===== src/rtl/ram_arbiter.sv =====
// ram_arbiter: two-port round-robin arbiter and sequencer for a parity-protected
// single-port RAM of 2**ADDR_W words x (DATA_W+1) bits.
//
// Ports
//   clk, rst_n               clock, asynchronous active-low reset
//   req0/1, we0/1            request (held until granted), 1 = write / 0 = read
//   addr0/1, wdata0/1        command address and write payload
//   gnt0/1                   acceptance pulse, combinational in IDLE
//   rvalid0/1                one-cycle read-return pulse
//   rdata0/1, perr0/1        read payload and parity error, held until next return
//   mem_write, mem_read      RAM strobes (ISSUE only, never together)
//   mem_addr, mem_wdata      RAM address / payload, held outside ISSUE
//   mem_rdata                RAM output {parity, data}, valid the cycle after mem_read
//   err_count                saturating count of parity failures
//   busy                     high whenever the sequencer is not IDLE
module ram_arbiter #(
  parameter int unsigned ADDR_W = 16,
  parameter int unsigned DATA_W = 8,
  parameter int unsigned CNT_W  = 16
) (
  input  logic              clk,
  input  logic              rst_n,
  input  logic              req0,
  input  logic              req1,
  input  logic              we0,
  input  logic              we1,
  input  logic [ADDR_W-1:0] addr0,
  input  logic [ADDR_W-1:0] addr1,
  input  logic [DATA_W-1:0] wdata0,
  input  logic [DATA_W-1:0] wdata1,
  output logic              gnt0,
  output logic              gnt1,
  output logic              rvalid0,
  output logic              rvalid1,
  output logic [DATA_W-1:0] rdata0,
  output logic [DATA_W-1:0] rdata1,
  output logic              perr0,
  output logic              perr1,
  output logic              mem_write,
  output logic              mem_read,
  output logic [ADDR_W-1:0] mem_addr,
  output logic [DATA_W-1:0] mem_wdata,
  input  logic [DATA_W:0]   mem_rdata,
  output logic [CNT_W-1:0]  err_count,
  output logic              busy
);

  typedef enum logic [1:0] {
    IDLE    = 2'd0,
    ISSUE   = 2'd1,
    CAPTURE = 2'd2
  } state_t;

  state_t            state_q;
  state_t            state_d;
  // Port id of the most recent grant; doubles as the owner of the in-flight command.
  logic              last_grant_q;
  logic              we_q;
  logic              grant_c;
  logic              sel_we_c;
  logic [ADDR_W-1:0] sel_addr_c;
  logic [DATA_W-1:0] sel_wdata_c;
  logic              perr_c;

  // State register
  always_ff @(posedge clk or negedge rst_n) begin
    if (!rst_n) begin
      state_q <= IDLE;
    end else begin
      state_q <= state_d;
    end
  end

  // Next-state logic
  always_comb begin
    state_d = state_q;
    case (state_q)
      IDLE:    if (req0 || req1) state_d = ISSUE;
      ISSUE:   state_d = we_q ? IDLE : CAPTURE;
      CAPTURE: state_d = IDLE;
      default: state_d = IDLE;
    endcase
  end

  // Output logic: grants in IDLE, RAM strobes in ISSUE
  always_comb begin
    gnt0      = 1'b0;
    gnt1      = 1'b0;
    mem_write = 1'b0;
    mem_read  = 1'b0;
    busy      = 1'b1;
    case (state_q)
      IDLE: begin
        busy = 1'b0;
        // Gated by rst_n so grants are also held low while reset is asserted.
        if (rst_n) begin
          if (req0 && req1) begin
            gnt0 = last_grant_q;
            gnt1 = ~last_grant_q;
          end else begin
            gnt0 = req0;
            gnt1 = req1;
          end
        end
      end
      ISSUE: begin
        mem_write = we_q;
        mem_read  = ~we_q;
      end
      default: ;
    endcase
  end

  // Granted port's command fields
  assign grant_c     = gnt0 | gnt1;
  assign sel_we_c    = gnt1 ? we1 : we0;
  assign sel_addr_c  = gnt1 ? addr1 : addr0;
  assign sel_wdata_c = gnt1 ? wdata1 : wdata0;

  // Even parity over the payload compared with the stored parity bit
  assign perr_c = (^mem_rdata[DATA_W-1:0]) != mem_rdata[DATA_W];

  // Command latch; mem_addr/mem_wdata load on grant and hold otherwise
  always_ff @(posedge clk or negedge rst_n) begin
    if (!rst_n) begin
      last_grant_q <= 1'b1;
      we_q         <= 1'b0;
      mem_addr     <= '0;
      mem_wdata    <= '0;
    end else if (grant_c) begin
      last_grant_q <= gnt1;
      we_q         <= sel_we_c;
      mem_addr     <= sel_addr_c;
      if (sel_we_c) begin
        mem_wdata <= sel_wdata_c;
      end
    end
  end

  // Read return to the owner port and parity error accounting
  always_ff @(posedge clk or negedge rst_n) begin
    if (!rst_n) begin
      rdata0    <= '0;
      rdata1    <= '0;
      perr0     <= 1'b0;
      perr1     <= 1'b0;
      rvalid0   <= 1'b0;
      rvalid1   <= 1'b0;
      err_count <= '0;
    end else begin
      rvalid0 <= 1'b0;
      rvalid1 <= 1'b0;
      if (state_q == CAPTURE) begin
        if (last_grant_q) begin
          rdata1  <= mem_rdata[DATA_W-1:0];
          perr1   <= perr_c;
          rvalid1 <= 1'b1;
        end else begin
          rdata0  <= mem_rdata[DATA_W-1:0];
          perr0   <= perr_c;
          rvalid0 <= 1'b1;
        end
        if (perr_c && (err_count != {CNT_W{1'b1}})) begin
          err_count <= err_count + CNT_W'(1);
        end
      end
    end
  end

endmodule


===== config.mk =====
export PLATFORM = sky130hd
export DESIGN_NAME = ram_arbiter
export DESIGN_NICKNAME = d
export VERILOG_FILES = /design/src/rtl/ram_arbiter.sv
export SDC_FILE = /design/constraint.sdc
export NUM_CORES = 1
export LEC_CHECK = 0
export BUFFER_PORTS_ARGS = -buffer_cell sky130_fd_sc_hd__buf_2
export CORE_ASPECT_RATIO = 0.6
export CORE_MARGIN = 8
export CORE_UTILIZATION = 43
export DETAILED_ROUTE_END_ITERATION = 6
export GPL_TIMING_DRIVEN = 0
export HOLD_SLACK_MARGIN = 0.02
export PLACE_DENSITY = 0.76
export SYNTH_ARGS = -nofsm -noshare
export SYNTH_HDL_FRONTEND = slang
export SYNTH_SLANG_ARGS = --single-unit

===== constraint.sdc =====
create_clock -name clk -period 1.7 [get_ports clk]
set_clock_uncertainty 0.1 [all_clocks]
set_input_delay 0.17 -clock clk [delete_from_list [all_inputs] [get_ports clk]]
set_output_delay 0.17 -clock clk [all_outputs]
set_load 0.05 [all_outputs]

==> reports/metrics.cfg <==
[outcome]
status = finished with violations
violations = negative hold slack, negative setup slack

[yosys]
synth.avg_cell_area_um2 = 10.6
seq_area_frac_synth = 0.543
synth_area_leaders = dfrtp_1 53%, nand2_1 7.1%, mux2_2 6.9%, a31oi_1 5.1%, xor2_1 3.9%
synth_seq_cells = 64
yosys-top-cells-count = 63 x dfrtp_1, 56 x nand2_1, 26 x nor2_1
synth_nets = 341
ys_warn_count = 0
synth-async-reset-ratio = 1.00
yosysTopAreaCellShare = 0.535
ys.flop_type = dfrtp_1
synth_cell_types = 43
netlist_area_um2 = 2950
yosys.area.top_type = dfrtp_1
synthCells = 277
synth_most_common_cell = dfrtp_1
synth_edf_count = 0

[floorplanning]
fp.dieH_um = 80.2
initial_core_util = 0.444
fp.dieW_um = 123
core_um2 = 6650
rows = 23
dieArea_um2 = 9850
num_io_pins = 128

[routing]
num_vias = 3088
post_drt_via_cell_ratio = 5.16
drtPass1Iterations = 4
drc = 0
wl_mm = 10.7
drtIter0Drc = 242
wl_per_cell_um = 18.0
ant_nets = 0

[global_route]
grt_max_degree = 66
first_global_vias = 3152
antenna_found_initial = 1
grt_pass1_wl_mm = 16.0
grt-ovfl-total = 0
grt.total_usage = 0.210

[critical_path]
critPathKind = flip-flop to primary output
reg2reg_to = err_count[12]
slowest_delay_ns = 0.43
r2r_start = state_q[0]
worstPathCellList = nor3b_4 > buf_4 > nand3_4 > inv_4 > buf_8 > buf_8
cp_slowest_cell = dfrtp_2
rrSetupSlack_ns = -0.12
critPathArrivalTime_ns = 1.57
worstSetupStartpointType = flip-flop
crit_path_frequent_cell = buf_8
cp_max_fo = 6
endpoint_kind = primary output
cp.required_ns = 1.43
reg2reg_depth = 5

[final_layout]
area_delta_synth_final_pct = 75.1
final_util = 0.777
drive_gt1_frac = 0.520
nets = 571
n_fill_cell = 433
instances_no_fill = 598
multi_input_area_um2 = 1470
regArea_um2 = 1620

[clock_network]
cts_sinks = 64
hold_buffers = 54
clock-root-buffer = clkbuf_16
cts_buffers = 9
worst_skew_pair.late_latency_ns = 0.32
cts_tree = yes
clockBufferDepth = 2
htree_levels = 3
path_clk_slew_ns = 0.05

[timing]
finalHoldViolCount = 63
max_slew_margin = 0.608
post-route-min-period_ns = 1.84
holdWs_ns = -0.324
rsz0062_at_grt = yes
clock.fmax_ghz = 0.543
post-route-period-util = 1.08
fin_ws_ns = -0.141
setup_viol = 23
tightest_slew_ns = 0.585
slew_violations = 0

[worst_hold_path]
hp-class = input port to asynchronous set/reset pin

[pwr]
p_int_mw = 5.10
p_switching_mw = 5.06
seq_power_share = 0.273
combPwrFrac = 0.562
swShare = 0.498
pwr_density_cell_nw_per_um2 = 1970
cellLeakagePower_nw = 2.47
clock_power_share = 0.165
vdd.ir_drop.worst_mv = 1.42

[placement]
dpl_worst_slack_ns = -0.829
place_congestion = 0.761
post-place-cells = 491
io_buffers = 127
hpwlAfterDp_mm = 6.03

[job]
drv_cap = 0

[sequential cells by signal, summed over array words and instances, names as in the netlist]
| name | flops |
|---|---|
| rvalid1 | 1 |
| rvalid0 | 1 |
| rdata1 | 8 |
| last_grant_q | 1 |
| mem_wdata | 8 |
| state_q | 2 |
| err_count | 16 |
| perr0 | 1 |
| mem_addr | 16 |
| perr1 | 1 |
| rdata0 | 8 |
| we_q | 1 |
[critical path, delay by kind of cell, from the launching register on]
kind                   cells  cell delay, ns
buffers and inverters      4            0.50
DFF                        1            0.43
and+or+nand+nor            2            0.31
[power by group through the flow]
| stage | logic, mW | clock network (mW) | registers, mW |
|---|---|---|---|
| finish | 5.71 | 1.68 | 2.77 |
| global placement | 4.80 | 0 | 2.71 |
| global route | 5.98 | 1.79 | 2.85 |
| detailed placement | 4.85 | 0 | 2.76 |
| CTS | 5.33 | 1.71 | 2.73 |
| floorplan | 1.42 | 0 | 4.94 |
[layer usage]
layer	share of wire	track usage
met3	0.10	0.105
met2	0.49	0.345
met5	0	0
met1	0.38	0.236
met4	0.020	0.0629
[repair_timing]
action / 4_1_cts / 5_1_grt
pin swaps: 10 / 14
gates resized for setup: 48 / 29
endpoints found under the hold margin: 95 / 63
gates cloned: 3 / 0
endpoints found under the setup margin: 60 / 53
buffers inserted: 19 / 19
[per-stage QoR]
stage	setup TNS (ns)	hold slack [ns]	cell area [µm²]	power [mW]
floorplan	-3.92	-0.226	3010	6.36
global placement	-39.31	0.323	3750	7.51
detailed placement	-26.72	0.234	3750	7.61
CTS	-1.55	-0.298	4900	9.78
global route	-3.30	-0.291	5160	10.6
finish	-1.19	-0.324	5160	10.2
[placed cells by master (no fill, tap or decap), drive strengths merged, types with 2 or more instances in the layout]
| master | count |
|---|---|
| buf | 172 |
| nand2 | 56 |
| xor2 | 13 |
| a21oi | 2 |
| nand3 | 8 |
| nor2 | 27 |
| nor4 | 5 |
| inv | 5 |
| dfrtp | 63 |
| xnor2 | 8 |
| nor3b | 3 |
| a31oi | 24 |
| nor4b | 3 |
| nor2b | 2 |
| nor3 | 5 |
| and3 | 2 |
| o21ai | 2 |
| dlygate4sd3 | 54 |
| nand4 | 6 |
| mux2 | 18 |
| clkbuf | 18 |
[final cells by class]
cell class / count / area share
Timing Repair Buffer: 222 / 0.302
Clock inverter: 1 / 0.000969
Tap cell: 87 / 0.0211
Clock buffer: 13 / 0.0504
Inverter: 5 / 0.00412
Multi-Input combinational cell: 196 / 0.284
Sequential cell: 64 / 0.314
Antenna cell: 1 / 0.000484
Buffer: 9 / 0.0233
[cells by family after synthesis]
kind of cell             after synthesis  share of synthesized area
multiplexers                          18                     0.0687
XOR/XNOR                              22                     0.0730
AND/OR/NAND/NOR                      123                      0.215
buffers and inverters                 17                     0.0255
adder cells (fa/ha/maj)                1                    0.00424
flip-flops                            64                      0.543
AO/OA/AOI/OAI                         32                     0.0704
[worst max path at each step]
stage | from | end | slack [ns]
global placement | rst_n | mem_addr[11] | -1.27
finish | state_q[1] | gnt1 | -0.14
global route | state_q[0] | err_count[12] | -0.22
floorplan | err_count[8] | err_count[12] | -0.34
CTS | state_q[0] | mem_wdata[4] | -0.13
detailed placement | rst_n | mem_addr[13] | -0.83
No activity file was read; power rests on OpenSTA's default activity.
